[config.mk]
export PLATFORM = sky130hd
export DESIGN_NAME = mem_port_arbiter
export DESIGN_NICKNAME = d
export VERILOG_FILES = /design/src/rtl/mem_arb_pkg.sv /design/src/rtl/mem_arb_fairness.sv /design/src/rtl/mem_port_arbiter.sv
export SDC_FILE = /design/constraint.sdc
export NUM_CORES = 1
export LEC_CHECK = 0
export CAP_MARGIN = 20
export CORE_MARGIN = 2
export CORE_UTILIZATION = 44
export DETAILED_ROUTE_END_ITERATION = 10
export PLACE_DENSITY = 0.87
export SETUP_SLACK_MARGIN = 0.5
export SLEW_MARGIN = 20
export SYNTH_ARGS = -nofsm -noshare
export SYNTH_HDL_FRONTEND = slang
export SYNTH_HIERARCHICAL = 1
export SYNTH_SLANG_ARGS = --single-unit
[constraint.sdc]
create_clock -name clk -period 9.1 [get_ports clk]
set_input_delay 1.82 -clock clk [delete_from_list [all_inputs] [get_ports clk]]
set_output_delay 1.82 -clock clk [all_outputs]
set_load 0.05 [all_outputs]
[src/rtl/mem_arb_pkg.sv]
// mem_arb_pkg: state encoding, default widths and burst counter width for the memory port arbiter
package mem_arb_pkg;
  localparam int ADDR_W_DEF      = 32;
  localparam int DATA_W_DEF      = 32;
  localparam int MAX_D_BURST_DEF = 4;
  localparam int BURST_CNT_W     = 4;
  typedef enum logic [1:0] {
    IDLE    = 2'd0,
    BUSY_IF = 2'd1,
    BUSY_D  = 2'd2
  } arb_state_t;
endpackage

[src/rtl/mem_arb_fairness.sv]
// mem_arb_fairness: data-priority select with a saturating burst counter so fetch cannot starve
//   clk, rst            clock, async active-high reset
//   idle                arbiter can grant this cycle
//   if_req_eff          fetch request after completion-cycle exclusion
//   d_req_eff           data request after completion-cycle exclusion
//   grant_if, grant_d   one-hot grant, both low when nothing wins
module mem_arb_fairness
  import mem_arb_pkg::*;
#(
  parameter int MAX_D_BURST = MAX_D_BURST_DEF
) (
  input  logic clk,
  input  logic rst,
  input  logic idle,
  input  logic if_req_eff,
  input  logic d_req_eff,
  output logic grant_if,
  output logic grant_d
);
  localparam logic [BURST_CNT_W-1:0] MAX_CNT = BURST_CNT_W'(MAX_D_BURST);
  logic [BURST_CNT_W-1:0] burst_cnt_q, burst_cnt_d;
  logic                   burst_full;
  always_comb begin
    burst_full  = burst_cnt_q == MAX_CNT;
    grant_d     = idle && d_req_eff && !(if_req_eff && burst_full);
    grant_if    = idle && if_req_eff && !grant_d;
    // only data grants that overtake a waiting fetch count towards the burst
    burst_cnt_d = grant_if ? '0 :
                  grant_d  ? (if_req_eff ? (burst_full ? burst_cnt_q : burst_cnt_q + 1'b1) : '0) :
                  burst_cnt_q;
  end
  always_ff @(posedge clk or posedge rst) begin
    if (rst) burst_cnt_q <= '0;
    else     burst_cnt_q <= burst_cnt_d;
  end
endmodule

[src/rtl/mem_port_arbiter.sv]
// mem_port_arbiter: shares one single-ported memory between fetch and data stages
//   clk, rst                                   clock, async active-high reset
//   if_req/if_addr -> if_ready/if_rdata        fetch read port, one-cycle ready pulse
//   d_req/d_we/d_addr/d_wdata -> d_ready/d_rdata  data port, one-cycle ready pulse
//   mem_req/mem_we/mem_addr/mem_wdata, mem_rdata/mem_ack  memory handshake
//   stall_if, stall_mem                        pending-request stalls for the hazard unit
module mem_port_arbiter
  import mem_arb_pkg::*;
#(
  parameter int ADDR_W      = ADDR_W_DEF,
  parameter int DATA_W      = DATA_W_DEF,
  parameter int MAX_D_BURST = MAX_D_BURST_DEF
) (
  input  logic              clk,
  input  logic              rst,
  input  logic              if_req,
  input  logic [ADDR_W-1:0] if_addr,
  output logic              if_ready,
  output logic [DATA_W-1:0] if_rdata,
  input  logic              d_req,
  input  logic              d_we,
  input  logic [ADDR_W-1:0] d_addr,
  input  logic [DATA_W-1:0] d_wdata,
  output logic              d_ready,
  output logic [DATA_W-1:0] d_rdata,
  output logic              mem_req,
  output logic              mem_we,
  output logic [ADDR_W-1:0] mem_addr,
  output logic [DATA_W-1:0] mem_wdata,
  input  logic [DATA_W-1:0] mem_rdata,
  input  logic              mem_ack,
  output logic              stall_if,
  output logic              stall_mem
);
  arb_state_t        state_q, state_d;
  logic              mem_we_q, mem_we_d;
  logic [ADDR_W-1:0] mem_addr_q, mem_addr_d;
  logic [DATA_W-1:0] mem_wdata_q, mem_wdata_d;
  logic              if_ready_q, if_ready_d;
  logic              d_ready_q, d_ready_d;
  logic [DATA_W-1:0] if_rdata_q, if_rdata_d;
  logic [DATA_W-1:0] d_rdata_q, d_rdata_d;
  logic              grant_if, grant_d;
  logic              if_req_eff, d_req_eff;
  // a requester whose ready is showing is the one just served; its req is stale this cycle
  assign if_req_eff = if_req && !if_ready_q;
  assign d_req_eff  = d_req && !d_ready_q;
  mem_arb_fairness #(.MAX_D_BURST(MAX_D_BURST)) u_fair (
    .clk       (clk),
    .rst       (rst),
    .idle      (state_q == IDLE),
    .if_req_eff(if_req_eff),
    .d_req_eff (d_req_eff),
    .grant_if  (grant_if),
    .grant_d   (grant_d)
  );
  always_comb begin
    state_d     = state_q;
    mem_we_d    = mem_we_q;
    mem_addr_d  = mem_addr_q;
    mem_wdata_d = mem_wdata_q;
    if_rdata_d  = if_rdata_q;
    d_rdata_d   = d_rdata_q;
    if_ready_d  = 1'b0;
    d_ready_d   = 1'b0;
    case (state_q)
      IDLE: begin
        if (grant_d) begin
          state_d     = BUSY_D;
          mem_we_d    = d_we;
          mem_addr_d  = d_addr;
          mem_wdata_d = d_wdata;
        end else if (grant_if) begin
          state_d     = BUSY_IF;
          mem_we_d    = 1'b0;
          mem_addr_d  = if_addr;
          mem_wdata_d = '0;
        end
      end
      BUSY_IF: if (mem_ack) begin
        state_d    = IDLE;
        if_ready_d = 1'b1;
        if_rdata_d = mem_rdata;
      end
      BUSY_D: if (mem_ack) begin
        state_d   = IDLE;
        d_ready_d = 1'b1;
        d_rdata_d = mem_we_q ? d_rdata_q : mem_rdata;
      end
      default: state_d = IDLE;
    endcase
  end
  always_ff @(posedge clk or posedge rst) begin
    if (rst) begin
      state_q     <= IDLE;
      mem_we_q    <= 1'b0;
      mem_addr_q  <= '0;
      mem_wdata_q <= '0;
      if_ready_q  <= 1'b0;
      d_ready_q   <= 1'b0;
      if_rdata_q  <= '0;
      d_rdata_q   <= '0;
    end else begin
      state_q     <= state_d;
      mem_we_q    <= mem_we_d;
      mem_addr_q  <= mem_addr_d;
      mem_wdata_q <= mem_wdata_d;
      if_ready_q  <= if_ready_d;
      d_ready_q   <= d_ready_d;
      if_rdata_q  <= if_rdata_d;
      d_rdata_q   <= d_rdata_d;
    end
  end
  // mem_req is a pure state decode so an async reset drops it at once
  assign mem_req   = state_q != IDLE;
  assign mem_we    = mem_we_q;
  assign mem_addr  = mem_addr_q;
  assign mem_wdata = mem_wdata_q;
  assign if_ready  = if_ready_q;
  assign d_ready   = d_ready_q;
  assign if_rdata  = if_rdata_q;
  assign d_rdata   = d_rdata_q;
  assign stall_if  = if_req && !if_ready_q;
  assign stall_mem = d_req && !d_ready_q;
endmodule

Word-level counts from Yosys, hierarchy flattened
Cells that the tools add are included.
{"block": "totals", "rom_bits": 0, "output_inout_bits": 134, "in_bits": 134, "reg_bits": 137, "latch_bits": 0, "mem_count": 0, "mem_bits_rw": 0}
{"block": "op_classes", "shifts": 0, "n_reduce_logical": 20, "n_mul": 0, "div_mod_pow": 0, "n_eq_ne": 6, "muxes": 17, "bitwise_logic": 1, "add_sub_neg": 1, "magnitude_cmp": 0}
{"operator": "$mux 32", "count": 4}
{"operator": "$mux 4", "count": 4}
{"operator": "$reduce_and 2->1", "count": 4}
{"operator": "$logic_and 1x1->1", "count": 7}
{"operator": "$mux 2", "count": 3}
{"operator": "$ne 3x3->1 const B", "count": 2}
{"operator": "$mux 1", "count": 5}
{"operator": "$add 4x1->4 const B", "count": 1}
{"operator": "$eq 4x3->1 const B", "count": 1}
{"operator": "$logic_not 1->1", "count": 4}
{"operator": "$pmux 2 s2", "count": 1}
{"operator": "$reduce_bool 2->1", "count": 2}
{"operator": "$reduce_and 3->1", "count": 1}
{"operator": "$eq 2x1->1 const B", "count": 1}
{"operator": "$eq 2x2->1 const B", "count": 1}
{"operator": "$logic_not 2->1", "count": 1}
{"operator": "$ne 2x1->1 const B", "count": 1}
{"operator": "$reduce_or 2->1", "count": 1}
{"operator": "$not 1->1", "count": 1}

Depth between registers and ports, before layout
Gate-level depths: netlist (run 1).
{"block": "logic_depth", "depth_word": 10, "ltp_mapped": 10, "ltp_nobuf": 8}

Modules after synthesis
The synthesis (run 1) kept the hierarchy.
{"mod": "mem_port_arbiter", "instances": 1, "area_per_inst_um2": 5386.4, "seq_area_each_um2": 3328.2, "cells_per_inst": 374}
{"mod": "mem_arb_fairness", "instances": 1, "area_per_inst_um2": 252.7, "seq_area_each_um2": 100.1, "cells_per_inst": 30}

Worst setup path before layout (run 1)
No wires, ideal clock.
{"block": "synth_path", "path_kind": "input to output", "startpoint": "input port if_req", "endpoint": "output port stall_if", "slack_ps": 4642, "cell_stages": 1, "arrival_time_ps": 2638, "cell_sequence": "nor2b_1"}
{"block": "synth_via", "elab_chain_len": 1}
{"element": "start: declaration", "line": "mem_port_arbiter.sv:16", "source": "input logic if_req,"}
{"element": "$logic_and 1x1->1", "line": "mem_port_arbiter.sv:123", "source": "assign stall_if = if_req && !if_ready_q;"}
{"element": "end: declaration", "line": "mem_port_arbiter.sv:32", "source": "output logic stall_if,"}
Every way passes these cells.

Worst setup path after layout (run 1)
Same ends and word-level chain as after synthesis.

==> summary.txt, run 1 <==
Cells and area
  • Signed area change from the synthesized netlist to the final layout: 59.8%
  • Number of nets at the end of the flow: a little over 800
  • Fraction of layout instances using a drive strength above 1: approximately 16%
  • Count of non-filler cells in the finished layout: 855
  • Ant. Diodes: 0

Logic synthesis
  • Most repeated cell in the gate-level netlist after synthesis: sky130_fd_sc_hd__dfrtp_1
  • Post-synth top area share: between 60% and 70%
  • Simple-gate share of the synthesized area: under 10%
  • Post-synth top cells: 137 x sky130_fd_sc_hd__dfrtp_1, 38 x sky130_fd_sc_hd__nand2_1, 34 x sky130_fd_sc_hd__mux2_2
  • Cell type with the largest total area after synthesis: sky130_fd_sc_hd__dfrtp_1
  • Yosys synthesis warning count: 6
  • Synth area leaders: sky130_fd_sc_hd__dfrtp_1 61%, sky130_fd_sc_hd__mux2_4 8.0%, sky130_fd_sc_hd__mux2_2 6.8%, sky130_fd_sc_hd__mux2i_1 5.7%, sky130_fd_sc_hd__a22o_1 5.1%
  • Compound-Gate Fraction of Synth Area: about a tenth
  • Main flop type after synthesis: sky130_fd_sc_hd__dfrtp_1
  • Number of unique standard cell types used by synthesis: 30
  • Average instance area after synthesis: 14.0 um2
  • Synthesis-stage register bit count: ~140
  • Post-Syn Instances: slightly above 400
  • Sequential-to-total area share from yosys stat: 60.8%
  • Post-synthesis instance area: 5640 um2
  • Xor/xnor share of the synthesized area: 0%
  • Ys async rst share: between 90% and 100%
  • Multiplexer share of the synthesized area: around a fifth
  • Adder-cell share of the synthesized area: 1.33%
  • Number of enable-type register cells in the synthesized netlist: 0
  • Dominant combinational cell family by area after synthesis: multiplexers
  • Post-Synthesis Net Count: roughly 540

Floorplan
  • Die Span Y: 117 um
  • Area of the core: 12600 um2
  • Initial core utilization: between 40% and 50%
  • Site Rows: 41
  • Die outline width: about 120 um
  • Io pins: 268
  • Die footprint: approximately 14000 um2

CTS
  • Clock buffer count from CTS: 17
  • Number of setup buffers added after CTS: 0
  • Deepest clock path buffer count: 2
  • Total of hold buffers inserted after clock tree synthesis: 0
  • Register clock-pin slew on the reported worst setup and hold paths: roughly 60 ps
  • CTS root buffer: sky130_fd_sc_hd__clkbuf_16
  • Number of gates resized after CTS: 0
  • TritonCTS sink count: about 140
  • Clock tree from TritonCTS: built
  • Number of H-tree branching levels: 4
  • Later-pin clock latency in the skew report: roughly 410 ps

Worst hold path
  • Worst hold start: mem_addr[20]
  • Worst hold-check path type: flop to flop
  • End point of the most critical hold path: mem_addr[20]
  • Number of cells on the worst hold path: 2

Placed design
  • Cell count after placement: roughly 800
  • Detail Placement HPWL: roughly 11000 um
  • GP Congestion: 0.767
  • Port bufs: around 270

Timing
  • Minimum period implied by the final worst setup slack: approximately 5300 ps
  • Final hold vios: 0
  • Pins Over Slew Limit: 0
  • Measured slew at the worst slew-check pin: slightly above 800 ps
  • Setup repair after global routing missed its margin: false
  • Accumulated negative setup slack: 0 ps
  • Setup clock skew after layout: just over 8 ps
  • Portion of the clock cycle consumed by the worst path in the final layout: 57.7%
  • Worst relative slew slack: about 45%
  • Max Fclk: 0.190 GHz
  • # setup viols final: 0

Detailed routing
  • Router iterations before antenna repair: 4
  • Wire length after detailed routing: ~15000 um
  • WL per Instance: between 15 and 20 um
  • Total number of vias: around 4200
  • Remaining design rule violation count: 0
  • Final ANT Viol Nets: 0
  • DRT iter0 DRCs: between 150 and 200
  • DR vias/cell: 4.94

GRT
  • Number of global-route vias before repair: around 4300
  • Total GRT Usage: 21.3%
  • Global-route wire length before repair: between 20000 and 25000 um
  • Overflow after GRT: 0
  • Largest net degree at the start of global routing: 80
  • Number of antenna violations at the first check in global routing: 0

Power
  • Peak supply drop: 0.202 mV
  • Tot Pwr: about 0.004 W
  • Static leakage: between 3 and 4 nW
  • Pwr Density: 442 nW/um2

Run status
  • Result of the run: complete, no violations

Worst setup path
  • Critical R2R Capture: mem_addr[5]
  • Critical path fanouts, max: 5
  • Path type of the worst setup path: input port to output port
  • R2R Setup Slk: roughly 5700 ps
  • Most prevalent standard cell on the critical path: sky130_fd_sc_hd__clkdlybuf4s50_1
  • Cell depth of the worst flop-to-flop path: 8
  • Nature of the critical path startpoint: input port
  • Buffer and inverter count on the worst path: 2
  • Slowest library cell on the worst path: sky130_fd_sc_hd__clkdlybuf4s50_1
  • Crit Reg-Reg Startpoint: state_q[0]
  • Data arrival time of the worst path: between 3000 and 4000 ps
  • Cell class contributing the biggest share of worst-path delay: buffers and inverters
  • Critical Path RT: between 7000 and 8000 ps
  • Cell-by-cell listing of the critical path: clkdlybuf4s50_1 > nor2b_1 > clkdlybuf4s50_1
  • Critical path capture point type: output port
  • Largest stage delay, worst path: around 870 ps

Flow run
  • Max-Cap Viols: 0
==> final cells by class <==
| cell class | instances | area (um2) |
|---|---|---|
| fillers | 820 | 3560 |
| inverters | 11 | 43.8 |
| well taps | 172 | 215 |
| repair buffers | 272 | 2730 |
| clock buffers | 19 | 443 |
| flip-flops and latches | 137 | 3430 |
| clock inverters | 13 | 145 |
| multi-input cells | 231 | 2010 |
==> report_power, final <==
group	total, W	leakage (nW)	switching (W)	internal (W)
combinational	0.00225	2.02	0.00143	0.000822
clock	0.000674	0.285	0.000260	0.000413
sequential	0.00106	1.69	0.000167	0.000897
==> cell families after synthesis <==
logic type               after synthesis
AO/OA/AOI/OAI                         77
multiplexers                          96
AND/OR/NAND/NOR                       52
flip-flops                           137
adder cells (fa/ha/maj)                6
buffers and inverters                 36
==> worst max path at each step <==
stage                       from          to  depth (start not counted)
after global routing      if_req    stall_if                          3
after global placement    if_req    stall_if                          3
final                     if_req    stall_if                          3
after detailed placement  if_req    stall_if                          3
after floorplan              rst  d_rdata[0]                          1
after CTS                 if_req    stall_if                          3
==> through the flow <==
stage | hold WS [ps] | worst slack, ps | instance area [um2] | util (%)
floorplan | 473 | 3730 | 5640 | -
global placement | 460 | 3870 | 8390 | 66.8
detailed placement | 469 | 3850 | 8390 | 66.8
CTS | 481 | 3850 | 8980 | 71.4
global route | 501 | 3780 | 9010 | 71.7
finish | 477 | 3850 | 9010 | 71.7
==> cells in the final DEF (no fill, tap or decap), drive strengths merged <==
| cell | n |
|---|---|
| a31oi | 1 |
| a22o | 33 |
| clkdlybuf4s50 | 267 |
| buf | 5 |
| o211a | 1 |
| o211ai | 1 |
| clkbuf | 19 |
| ha | 6 |
| mux2i | 32 |
| o31ai | 1 |
| a32o | 1 |
| nand2b | 2 |
| or2 | 1 |
| nand3 | 3 |
| mux2 | 64 |
| inv | 13 |
| clkinvlp | 2 |
| nand3b | 2 |
| dfrtp | 137 |
| nand2 | 38 |
| nor2 | 1 |
| a21oi | 1 |
| bufinv | 2 |
| and2 | 2 |
| a21boi | 1 |
| and3 | 1 |
| o21ai | 37 |
| clkinv | 7 |
| nor2b | 2 |
==> registers in the layout (all words and copies together) (netlist names) <==
| name | count |
|---|---|
| d_rdata | 32 |
| if_rdata | 32 |
| mem_addr | 32 |
| mem_wdata | 32 |
| u_fair/burst_cnt_q | 4 |
| state_q | 2 |
| d_ready | 1 |
| if_ready | 1 |
| mem_we | 1 |
==> worst register-to-register path, cell delays in order (launching register included) <==
cell,delay [ps]
sky130_fd_sc_hd__dfrtp_1,370
sky130_fd_sc_hd__inv_1,130
sky130_fd_sc_hd__ha_1,390
sky130_fd_sc_hd__o211a_2,240
sky130_fd_sc_hd__buf_4,480
sky130_fd_sc_hd__nor2_2,150
sky130_fd_sc_hd__o21ai_4,670
sky130_fd_sc_hd__buf_4,570
sky130_fd_sc_hd__o21ai_0,230
==> metal layers <==
layer	vias up	GRT usage, %	wire length [um]
li1	1958	-	-
met1	2049	24.7	5880
met2	193	36.9	7480
met3	23	7.62	1320
met4	0	6.98	272
met5	-	0	0
Note: power is estimated with default switching activity, not from simulation.
==> inputs of run 2 (changes only) <==
- CORE_UTILIZATION: 44 -> 37
- PLACE_DENSITY: 0.87 -> 0.79
- clock period: 9.1 -> 4.6 ns (I/O delays scaled with it)
==> summary.txt, run 2 (synthesized netlist as in run 1, its figures left out) <==
Timing
  • Worst relative slew slack: 43.0% (-2.1 points)
  • Measured slew at the worst slew-check pin: 855 ps (+35.0 ps)
  • Minimum period implied by the final worst setup slack: between 3000 and 4000 ps
  • Portion of the clock cycle consumed by the worst path in the final layout: 75.4%
  • Accumulated negative setup slack: 0 ps (unchanged)
  • Max Fclk: between 0.2 and 0.3 GHz
  • # setup viols final: 0 (unchanged)
  • Final hold vios: 0 (unchanged)
  • Pins Over Slew Limit: 0 (unchanged)
  • Setup repair after global routing missed its margin: false
  • Setup clock skew after layout: 9.19 ps (+1.11 ps)

Detailed routing
  • DRT iter0 DRCs: 140 (-29%)
  • Final ANT Viol Nets: 0 (unchanged)
  • Remaining design rule violation count: 0 (unchanged)
  • Router iterations before antenna repair: 5 (+1)
  • Wire length after detailed routing: 14900 um (-0.47%)
  • Total number of vias: 4304 (+1.9%)
  • WL per Instance: 17.0 um (-2.6%)
  • DR vias/cell: 4.92 (-0.30%)

Worst setup path
  • Critical path capture point type: output port
  • Critical Path RT: 3680 ps (-3600 ps)
  • Most prevalent standard cell on the critical path: sky130_fd_sc_hd__clkdlybuf4s50_1
  • Cell class contributing the biggest share of worst-path delay: buffers and inverters
  • Path type of the worst setup path: input port to output port
  • Largest stage delay, worst path: 870 ps (about the same)
  • Buffer and inverter count on the worst path: 2 (unchanged)
  • Cell-by-cell listing of the critical path: clkdlybuf4s50_1 > nor2b_1 > clkdlybuf4s50_1
  • Nature of the critical path startpoint: input port
  • Critical path fanouts, max: 5 (unchanged)
  • Data arrival time of the worst path: 2550 ps (-880 ps)
  • Slowest library cell on the worst path: sky130_fd_sc_hd__clkdlybuf4s50_1

CTS
  • Clock buffer count from CTS: 17 (unchanged)
  • Total of hold buffers inserted after clock tree synthesis: 0 (unchanged)
  • Register clock-pin slew on the reported worst setup and hold paths: 60 ps (about the same)
  • Number of H-tree branching levels: 4 (unchanged)
  • TritonCTS sink count: 137 (unchanged)
  • CTS root buffer: sky130_fd_sc_hd__clkbuf_16
  • Clock tree from TritonCTS: built
  • Number of gates resized after CTS: 0 (unchanged)
  • Later-pin clock latency in the skew report: 410 ps (about the same)
  • Deepest clock path buffer count: 2 (unchanged)
  • Number of setup buffers added after CTS: 0 (unchanged)

Cells and area
  • Most common cell after layout, fill and taps aside: sky130_fd_sc_hd__clkdlybuf4s50_1
  • Fraction of layout instances using a drive strength above 1: 16.0% (+0.37 points)
  • Number of filler cells placed in the layout: 1172 (+43%)
  • Ant. Diodes: 0 (unchanged)
  • Commonest non-fill, non-tap cells in the layout: 267 x sky130_fd_sc_hd__clkdlybuf4s50_1, 137 x sky130_fd_sc_hd__dfrtp_1, 38 x sky130_fd_sc_hd__nand2_1
  • Final instance area: 9070 um2 (+0.60%)
  • Count of non-filler cells in the finished layout: 874 (+2.2%)
  • Signed area change from the synthesized netlist to the final layout: 60.8%
  • Number of nets at the end of the flow: 813 (+0.37%)

Power
  • Net switching power: 0.00367 W (+98%)
  • Static leakage: 4.00 nW (about the same)
  • Reg power frac: 26.5% (-0.2 points)
  • Proportion of total power due to net switching: 46.5% (about the same)
  • Clock share of power: 17.3% (+0.4 points)
  • Internal: 0.00422 W (+98%)
  • Peak supply drop: 0.388 mV (+92%)
  • Gate power share: 56.2% (-0.2 points)
  • Tot Pwr: 0.00790 W (+98%)
  • Pwr Density: 871 nW/um2 (+97%)

Floorplan
  • Die outline width: 127 um (+8.7%)
  • Initial core utilization: 37.5% (-7.4 points)
  • Die Span Y: 127 um (+8.7%)
  • Die footprint: 16200 um2 (+18%)
  • Io pins: 268 (unchanged)
  • Area of the core: 15000 um2 (+20%)
  • Site Rows: 45 (+9.8%)

Flow run
  • Max-Cap Viols: 0 (unchanged)

Placed design
  • Detail Placement HPWL: 10900 um (-1.4%)
  • GP Congestion: 0.808 (+5.4%)
  • Post-placement cell area: 8450 um2 (+0.67%)
  • Cell count after placement: 841 (+2.3%)
  • Port bufs: 267 (unchanged)

GRT
  • Total GRT Usage: 18.7% (-2.6 points)
  • Number of global-route vias before repair: 4633 (+7.8%)
  • Overflow after GRT: 0 (unchanged)
  • Largest net degree at the start of global routing: 98 (+23%)
  • Global-route wire length before repair: 23600 um (+6.3%)
  • Number of antenna violations at the first check in global routing: 0 (unchanged)

Worst hold path
  • Worst hold-check path type: flop to flop

Run status
  • Result of the run: complete, no violations
-- run 2: path summary, 6_finish.rpt --
check | from | end | slack, ps | depth (start not counted)
worst min register to register | mem_addr[8] | mem_addr[8] | 480 | 2
max in group asynchronous | rst | if_rdata[18] | 2810 | 4
worst min-delay path | mem_addr[8] | mem_addr[8] | 480 | 2
worst max register to register | u_fair/burst_cnt_q[0] | mem_addr[30] | 2070 | 8
worst max-delay path | if_req | stall_if | 1130 | 3
min in group asynchronous | rst | u_fair/burst_cnt_q[2] | 790 | 2
-- run 2: layout make-up --
type                       instances  area (um2)  share of cell area [%]
clock buffer                      18         439                    4.84
clock inverter                    14         160                    1.77
inverter                          11        45.0                   0.497
multi-input combinational        231        2000                    22.1
sequential                       137        3430                    37.8
tap                              188         235                    2.59
timing repair buffer             275        2760                    30.4
-- run 2: power by group through the flow --
stage                     Combinational (W)  Clock (W)  Sequential [W]
after floorplan                     0.00113          0         0.00396
after global placement              0.00438          0         0.00208
after detailed placement            0.00445          0         0.00210
after CTS                           0.00446    0.00140         0.00210
after global routing                0.00463    0.00146         0.00217
final                               0.00444    0.00136         0.00210
-- run 2: metrics by stage --
stage                     worst slack, ps  hold slack, ps  util (%)
after floorplan                      1620             473         -
after global placement               1180             462      56.2
after detailed placement             1140             469      56.2
after CTS                            1130             482      60.2
after global routing                 1080             499      60.3
final                                1130             477      60.3
-- run 2: tightest hold or removal path: cells and delay by family (launching register included) --
family          cells  cell delay (ps)
simple gates        1               40
compound gates      1               60
flops               1              340
-- run 2: metal layers --
layer	vias up	global-route usage (%)	routed length, um
met5	-	0	0
met4	0	9.24	415
met3	32	6.66	1320
met2	223	30.7	7270
met1	2080	21.7	5870
li1	1969	-	-
